**config.mk**
```make
export PLATFORM = sky130hd
export DESIGN_NAME = hilo_muldiv
export DESIGN_NICKNAME = d
export VERILOG_FILES = /design/src/rtl/hilo_muldiv.sv
export SDC_FILE = /design/constraint.sdc
export NUM_CORES = 1
export LEC_CHECK = 0
export BUFFER_PORTS_ARGS = -buffer_cell sky130_fd_sc_hd__buf_4
export CELL_PAD_IN_SITES_DETAIL_PLACEMENT = 0
export CELL_PAD_IN_SITES_GLOBAL_PLACEMENT = 2
export CORE_MARGIN = 2
export CORE_UTILIZATION = 31
export CTS_CLUSTER_DIAMETER = 120
export DETAILED_ROUTE_END_ITERATION = 10
export MAX_ROUTING_LAYER = met4
export PLACE_DENSITY = 0.88
export SYNTH_ARGS = -nofsm -noshare
export SYNTH_HDL_FRONTEND = slang
export SYNTH_SLANG_ARGS = --single-unit
```
**constraint.sdc**
```tcl
create_clock -name clk -period 3.4 [get_ports clk]
set_input_delay 0.34 -clock clk [delete_from_list [all_inputs] [get_ports clk]]
set_output_delay 0.34 -clock clk [all_outputs]
set_load 0.02 [all_outputs]
```
**src/rtl/hilo_muldiv.sv**
```systemverilog
// rtl/hilo_muldiv.sv - HI/LO register pair with iterative signed/unsigned multiply and restoring divide
// Optional HILO_FWD_EN: combinational write-through of hi_in/lo_in on direct writes in IDLE.
module hilo_muldiv #(
  parameter int WIDTH = 32
) (
  input  logic             clk,
  input  logic             rst,
  input  logic             start,
  input  logic [1:0]       op,
  input  logic [WIDTH-1:0] a,
  input  logic [WIDTH-1:0] b,
  input  logic             hi_we,
  input  logic             lo_we,
  input  logic [WIDTH-1:0] hi_in,
  input  logic [WIDTH-1:0] lo_in,
  output logic [WIDTH-1:0] hi_out,
  output logic [WIDTH-1:0] lo_out,
  output logic             busy,
  output logic             done,
  output logic             div_by_zero
);

  localparam int CW = $clog2(WIDTH + 1);

  typedef enum logic [1:0] {IDLE, CALC, FIX} state_t;

  state_t           state;
  logic [CW-1:0]    cnt;
  logic             is_div, neg_q, neg_r, dz;
  logic [WIDTH-1:0] hi_q, lo_q, acc_hi, acc_lo, opb, a_raw;

  logic             sa, sb;
  logic [WIDTH-1:0] abs_a, abs_b;
  logic [WIDTH:0]   mul_sum, rem_sh, trial;
  logic [2*WIDTH-1:0] prod_fix;
  logic [WIDTH-1:0] quo_fix, rem_fix;

  always_comb begin
    sa       = ~op[0] & a[WIDTH-1];
    sb       = ~op[0] & b[WIDTH-1];
    abs_a    = sa ? -a : a;
    abs_b    = sb ? -b : b;
    mul_sum  = {1'b0, acc_hi} + (acc_lo[0] ? {1'b0, opb} : '0);
    // Remainder stays below the divisor, so the shifted value fits in WIDTH+1 bits.
    rem_sh   = {acc_hi, acc_lo[WIDTH-1]};
    trial    = rem_sh - {1'b0, opb};
    prod_fix = neg_q ? -{acc_hi, acc_lo} : {acc_hi, acc_lo};
    quo_fix  = neg_q ? -acc_lo : acc_lo;
    rem_fix  = neg_r ? -acc_hi : acc_hi;
  end

  always_ff @(posedge clk) begin
    if (!rst) begin
      state       <= IDLE;
      cnt         <= '0;
      is_div      <= 1'b0;
      neg_q       <= 1'b0;
      neg_r       <= 1'b0;
      dz          <= 1'b0;
      hi_q        <= '0;
      lo_q        <= '0;
      acc_hi      <= '0;
      acc_lo      <= '0;
      opb         <= '0;
      a_raw       <= '0;
      done        <= 1'b0;
      div_by_zero <= 1'b0;
    end else begin
      done        <= 1'b0;
      div_by_zero <= 1'b0;
      case (state)
        IDLE: begin
          if (hi_we) hi_q <= hi_in;
          if (lo_we) lo_q <= lo_in;
          if (start) begin
            is_div <= op[1];
            neg_q  <= sa ^ sb;
            neg_r  <= sa;
            dz     <= op[1] & (b == '0);
            acc_hi <= '0;
            acc_lo <= abs_a;
            opb    <= abs_b;
            a_raw  <= a;
            cnt    <= CW'(WIDTH);
            state  <= CALC;
          end
        end
        CALC: begin
          if (is_div) begin
            acc_hi <= trial[WIDTH] ? rem_sh[WIDTH-1:0] : trial[WIDTH-1:0];
            acc_lo <= {acc_lo[WIDTH-2:0], ~trial[WIDTH]};
          end else begin
            {acc_hi, acc_lo} <= {mul_sum, acc_lo[WIDTH-1:1]};
          end
          cnt <= cnt - 1'b1;
          if (cnt == CW'(1)) state <= FIX;
        end
        FIX: begin
          if (!is_div) begin
            {hi_q, lo_q} <= prod_fix;
          end else if (dz) begin
            hi_q <= a_raw;
            lo_q <= '1;
          end else begin
            hi_q <= rem_fix;
            lo_q <= quo_fix;
          end
          done        <= 1'b1;
          div_by_zero <= is_div & dz;
          state       <= IDLE;
        end
        default: state <= IDLE;
      endcase
    end
  end

  assign busy = (state != IDLE);

`ifdef HILO_FWD_EN
  assign hi_out = (state == IDLE && hi_we) ? hi_in : hi_q;
  assign lo_out = (state == IDLE && lo_we) ? lo_in : lo_q;
`else
  assign hi_out = hi_q;
  assign lo_out = lo_q;
`endif

endmodule

```
==> results.yml <==
final_layout:
  fin_nets: 2632
  stdcell_count: 3125
  layout-drive-gt1-share: 0.1820
  area_growth_pct: 24.14
  utilization: 0.3913
  n_antenna_cell: 0
  post-route-cell-area_sq_um: 20200
  fillers: 5419
  mostFrequentLayoutCell: "buf_4"
  final_cell_mix: "335 x buf_4, 264 x nand2_1, 214 x a21oi_1"
pwr:
  comb_power_share: 0.302
  power_mw: 8.435
  netSwitchingPower_mw: 2.931
  internal-power_mw: 5.504
  p_seq_frac: 0.331
  sw_frac_of_total: 0.3475
  ir_drop_mv: 0.3243
  clock_power_share: 0.366
  p_leak_nw: 8.078
  p_per_area_nw_per_um2: 417.7
worst_setup_path:
  slowest_stage: "fa_1"
  crit_required_ns: 3.84
  cp_max_fo: 7
  critical-path-max-stage-delay_ns: 0.40
  crit_chain: "inv_1 > ha_1 > fa_1 > nand2b_1 > a21oi_2 > o21ai_1 > a21o_1 > o41a_1 > a21boi_2 > buf_2 > nor4_1 > o21ai_0 > o211ai_1"
  cp.arrival_ns: 3.69
  critPathLaunchType: "flip-flop"
  path_buf_inv: 2
  crit_type: "reg -> reg"
  critPathCaptureType: "flip-flop"
  critPathTopFamily: "compound AO/OA/AOI/OAI gates"
timing:
  setup_tns_ns: 0
  hold_viol_final: 0
  drv_slew: 0
  fmax_mhz: 307.7
  fin_crit_sh: 0.9558
  finalClockSkew_ns: 0.01940
  finalSetupViolations: 0
  worstMarginPinSlew_ns: 0.8904
  hold_slack_ns: 0.05329
  period_needed_ns: 3.250
  worst_slack_ns: 0.1504
  maxSlewHeadroom: 0.4063
floorplanning:
  core_sq_um: 51610
  fp.dieW_microns: 233.1
  initial_core_util: 0.3152
  num_rows: 83
  fp.dieH_microns: 233.1
  pin_count: 202
  dieArea_sq_um: 54330
global_route:
  antenna_found_initial: 1
  grt_max_degree: 103
  grt_pass1_vias: 16649
  track_usage: 0.2375
  grt_overflow: 0
  grt_pass1_wl_mm: 98.15
cts:
  clock-sinks: 206
  htree_levels: 1
  clk_latency_ns: 0.57
  root_buffer: "clkbuf_16"
  clkTransAtPathRegs_ns: 0.06
  cts_tree: "yes"
  hold_buffers: 0
  cts_max_path_buffers: 3
  cts_buffers: 27
worst_hold_path:
  worstHoldPathType: "in -> reg"
synth:
  yosys-top-cells-area: "dfxtp_1 25%, a21oi_1 6.6%, nand2_1 6.1%, ha_1 5.4%, xnor2_1 4.8%"
  synthArstFlopShare: 0
  syn_inst: 2217
  synth_warnings: 0
  syn_area_sq_um: 16270
  synth-seq-cells: 206
  ys_types: 83
  synth_area_per_cell_sq_um: 7.338
  syn_nets: 2424
  synth-edff-count: 0
  synth_top_area_cell: "dfxtp_1"
  synth_ff_type: "dfxtp_1"
  ys_seq_area_frac: 0.2535
  synth_top_area_frac: 0.2535
place:
  portBuffers: 201
  place_ws_ns: 0.03743
  gp_congestion: 0.9939
  dpl.hpwl_mm: 49.90
  post-place-cells: 3070
  placed_area_sq_um: 19110
detailed_routing:
  drc: 0
  first_iter_violations: 1420
  via_per_inst: 5.623
  wl_mm: 65.15
  dr.pass1.iters: 6
  routedWlPerCell_microns: 20.85
  vias: 17573
  antenna_left: 0
flow_run:
  cap_violations: 0
outcome:
  status: "complete, no violations"
-- cells in the mapped netlist (27+ instances only) --
library cell and number:
clkbuf_1 139, nor2_1 203, nand2_1 266, o221ai_1 38
inv_1 68, xnor2_1 90, o31ai_1 27, or3_1 33
a211oi_1 85, o21ai_0 155, dfxtp_1 206, ha_1 70
mux2i_1 47, nor3_1 46, xor2_1 77, a21oi_1 216
nand3_1 33, o211ai_1 34
-- worst reg2reg max path: cells and delay by family, from the launching register on --
| family | cells | cell delay, ns |
|---|---|---|
| buffers and inverters | 2 | 0.37 |
| adders and majority gates | 2 | 0.63 |
| and+or+nand+nor | 2 | 0.29 |
| AOI/OAI and AO/OA | 7 | 1.51 |
| DFF | 1 | 0.33 |
-- state kept, by name, summed over array words and instances, names as in the netlist --
name         cells
state            2
done             1
neg_r            1
neg_q            1
acc_hi          32
acc_lo          32
dz               1
lo_out          32
cnt              6
is_div           1
div_by_zero      1
opb             32
hi_out          32
a_raw           32
-- kinds of logic after synthesis --
logic type      count (synthesis)  share of synthesized area
xor+xnor                      167                    0.08990
flops                         206                     0.2535
compound gates                763                     0.3046
mux                            54                    0.03376
fa+ha+maj                      72                    0.05629
simple gates                  721                     0.2072
buf+inv                       234                    0.05476
-- area by class of cell --
type	count	area [sq um]	area share
clock inverter	14	193.9	0.009602
tap	680	850.8	0.04213
inverter	70	265.3	0.01313
multi-input combinational	1777	11370	0.5628
sequential	206	4131	0.2046
timing repair buffer	343	2634	0.1304
clock buffer	35	755.7	0.03742
-- metal layers --
layer	wire length [microns]	global-route usage
met2	29110	0.3700
met4	2557	0.08459
met1	29360	0.3163
met3	4117	0.02832
met5	0	-
-- power by group through the flow --
| stage | Combinational (mW) | Sequential (mW) | Clock, mW |
|---|---|---|---|
| 3_5_place_dp | 2.48 | 2.85 | 0 |
| 4_1_cts | 2.50 | 2.79 | 3.15 |
| 2_1_floorplan | 1.50 | 2.83 | 0 |
| 3_3_place_gp | 2.47 | 2.84 | 0 |
| 6_report | 2.55 | 2.80 | 3.09 |
| 5_1_grt | 2.76 | 2.82 | 3.22 |
-- path summary, 6_finish.rpt --
kind | depth (start not counted) | start | end | slack, ns
min reg2reg | 2 | lo_out[15] | lo_out[15] | 0.45
min | 3 | a[28] | a_raw[28] | 0.05
max | 13 | acc_lo[31] | acc_hi[28] | 0.15
max reg2reg | 13 | acc_lo[31] | acc_hi[28] | 0.15
-- repair_timing --
item / in CTS / in global routing
resized for setup: 1 / 24
pin swaps: 0 / 8
hold endpoints to repair: 0 / 0
setup endpoints to repair: 1 / 40
gates cloned: 0 / 1
setup buffers: 0 / 5
Note: power is estimated with default switching activity, not from simulation.
